**src/rtl/seq_log_pkg.sv**
```systemverilog
// rtl/seq_log_pkg.sv - shared types, default widths and level-width helper for the hit logger
package seq_log_pkg;

  localparam int DEF_TS_W  = 16;
  localparam int DEF_SEQ_W = 8;
  localparam int DEF_DEPTH = 4;

  // One logged hit at default widths: when it happened and its running sequence number
  typedef struct packed {
    logic [DEF_TS_W-1:0]  ts;
    logic [DEF_SEQ_W-1:0] seq;
  } evt_rec_t;

  // Occupancy needs one extra bit so that a full FIFO (level == depth) is representable
  function automatic int level_w(input int depth);
    return $clog2(depth) + 1;
  endfunction

endpackage

```
**src/rtl/seq_log_fifo.sv**
```systemverilog
// rtl/seq_log_fifo.sv - synchronous FIFO with extra-MSB pointers and a clear that beats push/pop
module seq_log_fifo
  import seq_log_pkg::*;
#(
  parameter int WIDTH = 24,
  parameter int DEPTH = 4
) (
  input  logic                        clk,
  input  logic                        rst_n,
  input  logic                        clr,
  input  logic                        push,
  input  logic                        pop,
  input  logic [WIDTH-1:0]            wdata,
  output logic [WIDTH-1:0]            rdata,
  output logic                        full,
  output logic                        empty,
  output logic [level_w(DEPTH)-1:0]   level
);

  localparam int AW = $clog2(DEPTH);

  logic [WIDTH-1:0] mem_q [DEPTH];
  logic [AW:0]      wr_ptr_q, wr_ptr_d;
  logic [AW:0]      rd_ptr_q, rd_ptr_d;
  logic             push_ok;
  logic             pop_ok;

  // Pointers differ only in the MSB when the FIFO has wrapped all the way round
  assign empty = (wr_ptr_q == rd_ptr_q);
  assign full  = (wr_ptr_q[AW] != rd_ptr_q[AW]) &&
                 (wr_ptr_q[AW-1:0] == rd_ptr_q[AW-1:0]);
  assign level = wr_ptr_q - rd_ptr_q;

  // A full FIFO still takes a push when the head leaves in the same cycle
  assign pop_ok  = pop && !empty;
  assign push_ok = push && (!full || pop_ok);

  // Head is forced to zero when nothing is stored so stale entries never leak out
  assign rdata = empty ? '0 : mem_q[rd_ptr_q[AW-1:0]];

  // Next pointers: clear collapses both to zero regardless of push/pop
  always_comb begin
    wr_ptr_d = wr_ptr_q;
    rd_ptr_d = rd_ptr_q;
    if (clr) begin
      wr_ptr_d = '0;
      rd_ptr_d = '0;
    end else begin
      if (push_ok) wr_ptr_d = wr_ptr_q + 1'b1;
      if (pop_ok)  rd_ptr_d = rd_ptr_q + 1'b1;
    end
  end

  // Pointer registers
  always_ff @(posedge clk or negedge rst_n) begin
    if (!rst_n) begin
      wr_ptr_q <= '0;
      rd_ptr_q <= '0;
    end else begin
      wr_ptr_q <= wr_ptr_d;
      rd_ptr_q <= rd_ptr_d;
    end
  end

  // Storage is not reset; the empty-gated read keeps the output clean instead
  always_ff @(posedge clk) begin
    if (push_ok && !clr) mem_q[wr_ptr_q[AW-1:0]] <= wdata;
  end

endmodule

```
**src/rtl/seq_hit_logger.sv**
```systemverilog
// rtl/seq_hit_logger.sv - timestamps detector hits, buffers them and tracks totals and drops
module seq_hit_logger
  import seq_log_pkg::*;
#(
  parameter int TS_W  = DEF_TS_W,
  parameter int SEQ_W = DEF_SEQ_W,
  parameter int DEPTH = DEF_DEPTH
) (
  input  logic                       clk,
  input  logic                       rst_n,
  input  logic                       hit_in,
  input  logic                       clr,
  output logic                       evt_valid,
  input  logic                       evt_ready,
  output logic [TS_W-1:0]            evt_ts,
  output logic [SEQ_W-1:0]           evt_seq,
  output logic [SEQ_W-1:0]           hit_total,
  output logic                       overflow,
  output logic [level_w(DEPTH)-1:0]  level
);

  logic [TS_W-1:0]       ts_q, ts_d;
  logic [SEQ_W-1:0]      seq_q, seq_d;
  logic [SEQ_W-1:0]      total_q, total_d;
  logic                  ovf_q, ovf_d;
  logic                  fifo_full;
  logic                  fifo_empty;
  logic                  pop;
  logic                  drop;
  logic [TS_W+SEQ_W-1:0] head;

  // Handshake pop; a hit is lost only when full and the head is not leaving
  assign pop  = evt_ready && !fifo_empty;
  assign drop = hit_in && fifo_full && !pop;

  seq_log_fifo #(
    .WIDTH (TS_W + SEQ_W),
    .DEPTH (DEPTH)
  ) u_fifo (
    .clk   (clk),
    .rst_n (rst_n),
    .clr   (clr),
    .push  (hit_in),
    .pop   (pop),
    .wdata ({ts_q, seq_q}),
    .rdata (head),
    .full  (fifo_full),
    .empty (fifo_empty),
    .level (level)
  );

  assign evt_valid          = !fifo_empty;
  assign {evt_ts, evt_seq}  = head;
  assign hit_total          = total_q;
  assign overflow           = ovf_q;

  // Counter updates: seq advances on every hit (dropped ones too), total saturates, clr wins
  always_comb begin
    ts_d    = ts_q + 1'b1;
    seq_d   = seq_q;
    total_d = total_q;
    ovf_d   = ovf_q | drop;
    if (hit_in) begin
      seq_d = seq_q + 1'b1;
      if (total_q != '1) total_d = total_q + 1'b1;
    end
    if (clr) begin
      ts_d    = '0;
      seq_d   = '0;
      total_d = '0;
      ovf_d   = 1'b0;
    end
  end

  // Counter and status registers
  always_ff @(posedge clk or negedge rst_n) begin
    if (!rst_n) begin
      ts_q    <= '0;
      seq_q   <= '0;
      total_q <= '0;
      ovf_q   <= 1'b0;
    end else begin
      ts_q    <= ts_d;
      seq_q   <= seq_d;
      total_q <= total_d;
      ovf_q   <= ovf_d;
    end
  end

endmodule

```
**config.mk**
```make
export PLATFORM = sky130hd
export DESIGN_NAME = seq_hit_logger
export DESIGN_NICKNAME = d
export VERILOG_FILES = /design/src/rtl/seq_log_pkg.sv /design/src/rtl/seq_log_fifo.sv /design/src/rtl/seq_hit_logger.sv
export SDC_FILE = /design/constraint.sdc
export NUM_CORES = 1
export LEC_CHECK = 0
export ABC_AREA = 1
export CAP_MARGIN = 20
export CORE_ASPECT_RATIO = 1.1
export CORE_MARGIN = 4
export CORE_UTILIZATION = 58
export CTS_CLUSTER_SIZE = 28
export DETAILED_ROUTE_END_ITERATION = 10
export PLACE_DENSITY = 0.79
export SLEW_MARGIN = 20
export SYNTH_ARGS = -nofsm -noshare
export SYNTH_HDL_FRONTEND = slang
export SYNTH_SLANG_ARGS = --single-unit
export TNS_END_PERCENT = 50
```
**constraint.sdc**
```tcl
create_clock -name clk -period 3.45 [get_ports clk]
set_input_delay 0.5175 -clock clk [delete_from_list [all_inputs] [get_ports clk]]
set_output_delay 0.5175 -clock clk [all_outputs]
set_load 0.05 [all_outputs]
```
## After elaboration in Yosys (flattened, before gate mapping)

Memories as Yosys holds them, arrays and structs flattened.
Cells that the tools add are included.

- RAM bits: 96
- Register bits: 39
- Logic and storage cells: 49
- Memories: 1

Memory list:

| name | depth | width | read ports | clocked after Yosys merged registers in | wr ports | RTL line | source |
|---|---|---|---|---|---|---|---|
| u_fifo.mem_q | 4 | 24 | 1 | 0 | 1 | seq_log_fifo.sv:22 | `logic [WIDTH-1:0] mem_q [DEPTH];` |

- Multiplexer cells: 14
- Equal/unequal tests: 4
- Reduce and logical (&&, ||, !) cells: 17
- Add/sub/neg operators: 6
- Bitwise operators: 1

Operators by type and width:

| operator | number |
|---|---|
| $mux W8 | 5 |
| $mux W24 | 1 |
| $add A16 B1 Y16 const B | 1 |
| $add A8 B1 Y8 const B | 2 |
| $mux W16 | 1 |
| $mux W3 | 4 |
| $ne A8 B8 Y1 const B | 1 |
| $reduce_bool A2 Y1 | 4 |
| $logic_and A1 B1 Y1 | 7 |
| $add A3 B1 Y3 const B | 2 |
| $logic_not A1 Y1 | 4 |
| $eq A3 B3 Y1 | 1 |
| $mux W1 | 3 |
| $sub A3 B3 Y3 | 1 |
| $eq A2 B2 Y1 | 1 |
| $reduce_and A2 Y1 | 1 |
| $logic_or A1 B1 Y1 | 1 |
| $ne A1 B1 Y1 | 1 |
| $or A1 B1 Y1 | 1 |

## Longest topological paths before layout

- Word-level depth: 9
- Gate-level depth with buffers: 10
- Gate-level depth less buffers: 8

## Hierarchy

A second synthesis with hierarchy kept.

- Cells, all modules: 586
- Area total of the unflattened synthesis: 6052.1 um^2

By module, submodules not included:

| module | times used | area an instance (um^2) | cells an instance | sequential area each (um^2) |
|---|---|---|---|---|
| seq_log_fifo | 1 | 4256.6 | 349 | 3032.9 |
| seq_hit_logger | 1 | 1795.5 | 237 | 825.8 |

## Worst setup path after synthesis

OpenSTA, ideal clock, no wires.

- Path kind: flip-flop to flip-flop
- Start point: reg u_fifo.rd_ptr_q[1]
- End point: mem u_fifo.mem_q[0][0] (enable)
- Setup time: 0.405 ns
- Arrival time: 2.512 ns
- Clock period less this slack: 2.917 ns
- Path slack: 0.533 ns
- Cell stages (with the launch flop): 10
- Buffers on the path: 2
- Path through: dfrtp_1 > buf_2 > inv_2 > buf_2 > ha_1 > nand2_1 > nor2_1 > nand2_1 > nand2_1 > nor2_1

- Word-level cells in the longest chain between the ends: 9

Ends and longest elaborated chain:

| what | RTL line | source |
|---|---|---|
| start: declaration | seq_log_fifo.sv:24 | `logic [AW:0] rd_ptr_q, rd_ptr_d;` |
| start signal: assignment | seq_log_fifo.sv:61 | `rd_ptr_q <= rd_ptr_d;` |
| $eq A3 B3 Y1 | seq_log_fifo.sv:29 | `assign empty = (wr_ptr_q == rd_ptr_q);` |
| $logic_not A1 Y1 | seq_log_fifo.sv:35, seq_hit_logger.sv:33 |  |
| $logic_and A1 B1 Y1 | seq_hit_logger.sv:33 | `assign pop = evt_ready && !fifo_empty;` |
| $logic_and A1 B1 Y1 | seq_log_fifo.sv:35 | `assign pop_ok = pop && !empty;` |
| $logic_or A1 B1 Y1 (*) | seq_log_fifo.sv:36 | `assign push_ok = push && (!full \|\| pop_ok);` |
| $logic_and A1 B1 Y1 (*) | seq_log_fifo.sv:36 |  |
| $logic_and A1 B1 Y1 (*) | seq_log_fifo.sv:67 | `if (push_ok && !clr) mem_q[wr_ptr_q[AW-1:0]] <= wdata;` |
| $mux W1 (*) | seq_log_fifo.sv:67 |  |
| $mux W1 (not written as such) (*) | seq_log_fifo.sv:67 |  |
| end: declaration | seq_log_fifo.sv:22 |  |

Every way passes the cells marked *; elsewhere a longest branch is shown, timed or not.

## Worst setup path after layout

- Start point: reg u_fifo.rd_ptr_q[1]
- End point: out evt_seq[1]

- Word-level cells in the longest chain between the ends: 2

Ends and longest elaborated chain:

| what | RTL line | source |
|---|---|---|
| $mem_v2 Z4 W24 / $eq A3 B3 Y1 (equally long branches) | - |  |
| $mux W24 (*) | seq_log_fifo.sv:39 | `assign rdata = empty ? '0 : mem_q[rd_ptr_q[AW-1:0]];` |
| end: declaration | seq_hit_logger.sv:16 | `output logic [SEQ_W-1:0] evt_seq,` |

Marked as above.

==> results.ini <==
[die]
core_area_um2 = 9940
die_h_um = 114
dieArea_um2 = 12000
start_util = 0.601
rows = 38
die_x_um = 105
io_pins = 42

[clock_tree]
path_clk_slew_ps = 60
cts_max_level = 4
cts_resized = 0
insertion_delay_ps = 530
post_cts_buffers = 0
hold_buffers = 0
cts-root-buf = clkbuf_8
clockBufferDepth = 2
cts_tree = built
cts_sinks = 135
numCtsBuffers = 17

[yosys]
netlist_instances = 574
synth_area_per_cell_um2 = 10.4
synth_seq_cells = 135
syn_nets = 590
synth-edff-count = 96
yosys.area.top_type = edfxtp_1
ys.warnings.count = 0
synth_top_area_share = 0.483
synthDistinctLibCells = 33
synth_area_leaders = edfxtp_1, dfrtp_1, nor2_1
ys_seq_area_frac = 0.646
syn_area_um2 = 5970
synth_top_flop_cell = edfxtp_1
ys_async_sr_fraction = 0.289

[global_routing]
grt_remaining_overflow = 0
grt_pass1_wl_um = 21800
grt_max_degree = 50
grt_usage = 0.234
grt_pass1_vias = 4453
grt_antenna_before_repair = 0

[run_status]
status = finished clean

[timing]
finalMaxSlewViolations = 0
rsz0062_at_grt = false
finalCritPeriodShare = 0.895
post-route-min-period_ps = 3090
timing_hold_violations_final = 0
fmax_mhz = 324
clock-skew-final_ps = 8.47
tns_ps = 0
relSlewSlack = 0.410
setup_viol = 0
whs_ps = 114
worstMarginPinSlew_ps = 884

[routing]
routedWlPerCell_um = 17.5
drt_iter0_markers = 415
viasPerCell = 5.76
wl_um = 13200
drtAntennaViolNets = 0
drc_errors = 0
vias = 4332
drt-pass1-iter-count = 5

[layout]
drive_above_1_share = 0.141
final_cell_mix = nor2_1, edfxtp_1, nand2_1
mostFrequentLayoutCell = nor2_1
final_nets = 635
finalNonFillerCells = 752
areaGrowthSynthToFinish_pct = 17.6
antennaDiodeCount = 0

[power_and_ir_drop]
powerDensity_nw_per_um2 = 643
power_frac_comb = 0.194
pwr-share-seq = 0.399
p_sw_frac = 0.291
total_power_mw = 4.51
power.switching_mw = 1.31
ir_worst_vdd_mv = 0.446
p_leak_nw = 2.79
p_clk_frac = 0.407
cell_internal_pwr_mw = 3.20

[placed_design]
dp_cells = 720
hpwl_um = 8260
place_congestion = 0.821
port-buffer-count = 41

[critical_path]
start_kind = flop
r2r_start = u_fifo.rd_ptr_q[1]
crit_required_ps = 2930
cp-startpoint = u_fifo.rd_ptr_q[1]
end_kind = output pin
critPathKind = reg -> out
arrival_ps = 2570
cp_max_fo = 26

[worst_hold_path]
hp-class = in -> async

[job]
drv_cap = 0

[synthesized netlist by cell type (5+ instances only)]
cell type	n
o21ai_1	5
a21oi_1	34
o21ai_0	53
nand2_1	67
clkbuf_1	6
nor2_1	142
buf_2	12
edfxtp_1	96
inv_1	33
o21bai_1	7
nor3_1	6
dfrtp_1	39
nand3_1	23
nor2_2	5
ha_1	10
o21ai_2	5
[routing by layer]
| metal | vias to the layer above | track usage | routed length (um) |
|---|---|---|---|
| met5 | - | 0 | 0 |
| met4 | 0 | 0.0936 | 286 |
| met3 | 35 | 0.0581 | 909 |
| met2 | 184 | 0.380 | 6500 |
| met1 | 2075 | 0.307 | 5490 |
| li1 | 2038 | - | - |
[cell type report]
cell class                 instances  area, um^2
multi-input combinational        381        1860
timing repair buffer              48         403
sequential                       135        3860
clock buffer                      25         494
clock inverter                     7         116
tap                              120         150
fill                             683        2920
inverter                          36         135
[cell families after synthesis]
| logic type | count (synthesis) | synth area share |
|---|---|---|
| AOI/OAI and AO/OA | 110 | 0.100 |
| xor gates and xnor gates | 3 | 0.00440 |
| adders and majority gates | 11 | 0.0243 |
| and+or+nand+nor | 257 | 0.181 |
| DFF | 135 | 0.646 |
| buffers and inverters | 58 | 0.0436 |
[through the flow]
stage               cell area, um^2  utilization  worst slack [ps]
floorplan                      5970            -               533
global placement               6410        0.645               911
detailed placement             6410        0.645               840
CTS                            7020        0.706               341
global route                   7020        0.706               184
finish                         7020        0.706               362
[critical path: stages, from the launching register on]
cell	delay, ps
dfrtp_1	390
inv_2	350
ha_1	220
nand2_1	100
nor2_4	600
a21oi_1	150
buf_4	240
[sequential cells by signal (all words and copies together) (netlist names)]
name,cells
hit_total,8
overflow,1
seq_q,8
ts_q,16
u_fifo.mem_q,96
u_fifo.rd_ptr_q,3
u_fifo.wr_ptr_q,3
[final timing paths]
| check | end | slack [ps] | cells after the start |
|---|---|---|---|
| hold reg to reg | overflow | 490 | 1 |
| max in group asynchronous | ts_q[7] | 2790 | 1 |
| hold / removal | hit_total[5] | 110 | 1 |
| setup reg to reg | u_fifo.mem_q[1][2] | 1040 | 8 |
| setup / recovery | evt_seq[1] | 360 | 6 |
| min in group clk | overflow | 490 | 1 |
[power by group through the flow]
stage	combinational [mW]	clock [mW]	sequential (mW)
3_5_place_dp	0.877	0	1.83
5_1_grt	0.940	1.93	1.80
2_1_floorplan	0.625	0	1.83
4_1_cts	0.883	1.86	1.80
3_3_place_gp	0.863	0	1.83
6_report	0.877	1.84	1.80
Power figures use the tool's default switching activity.
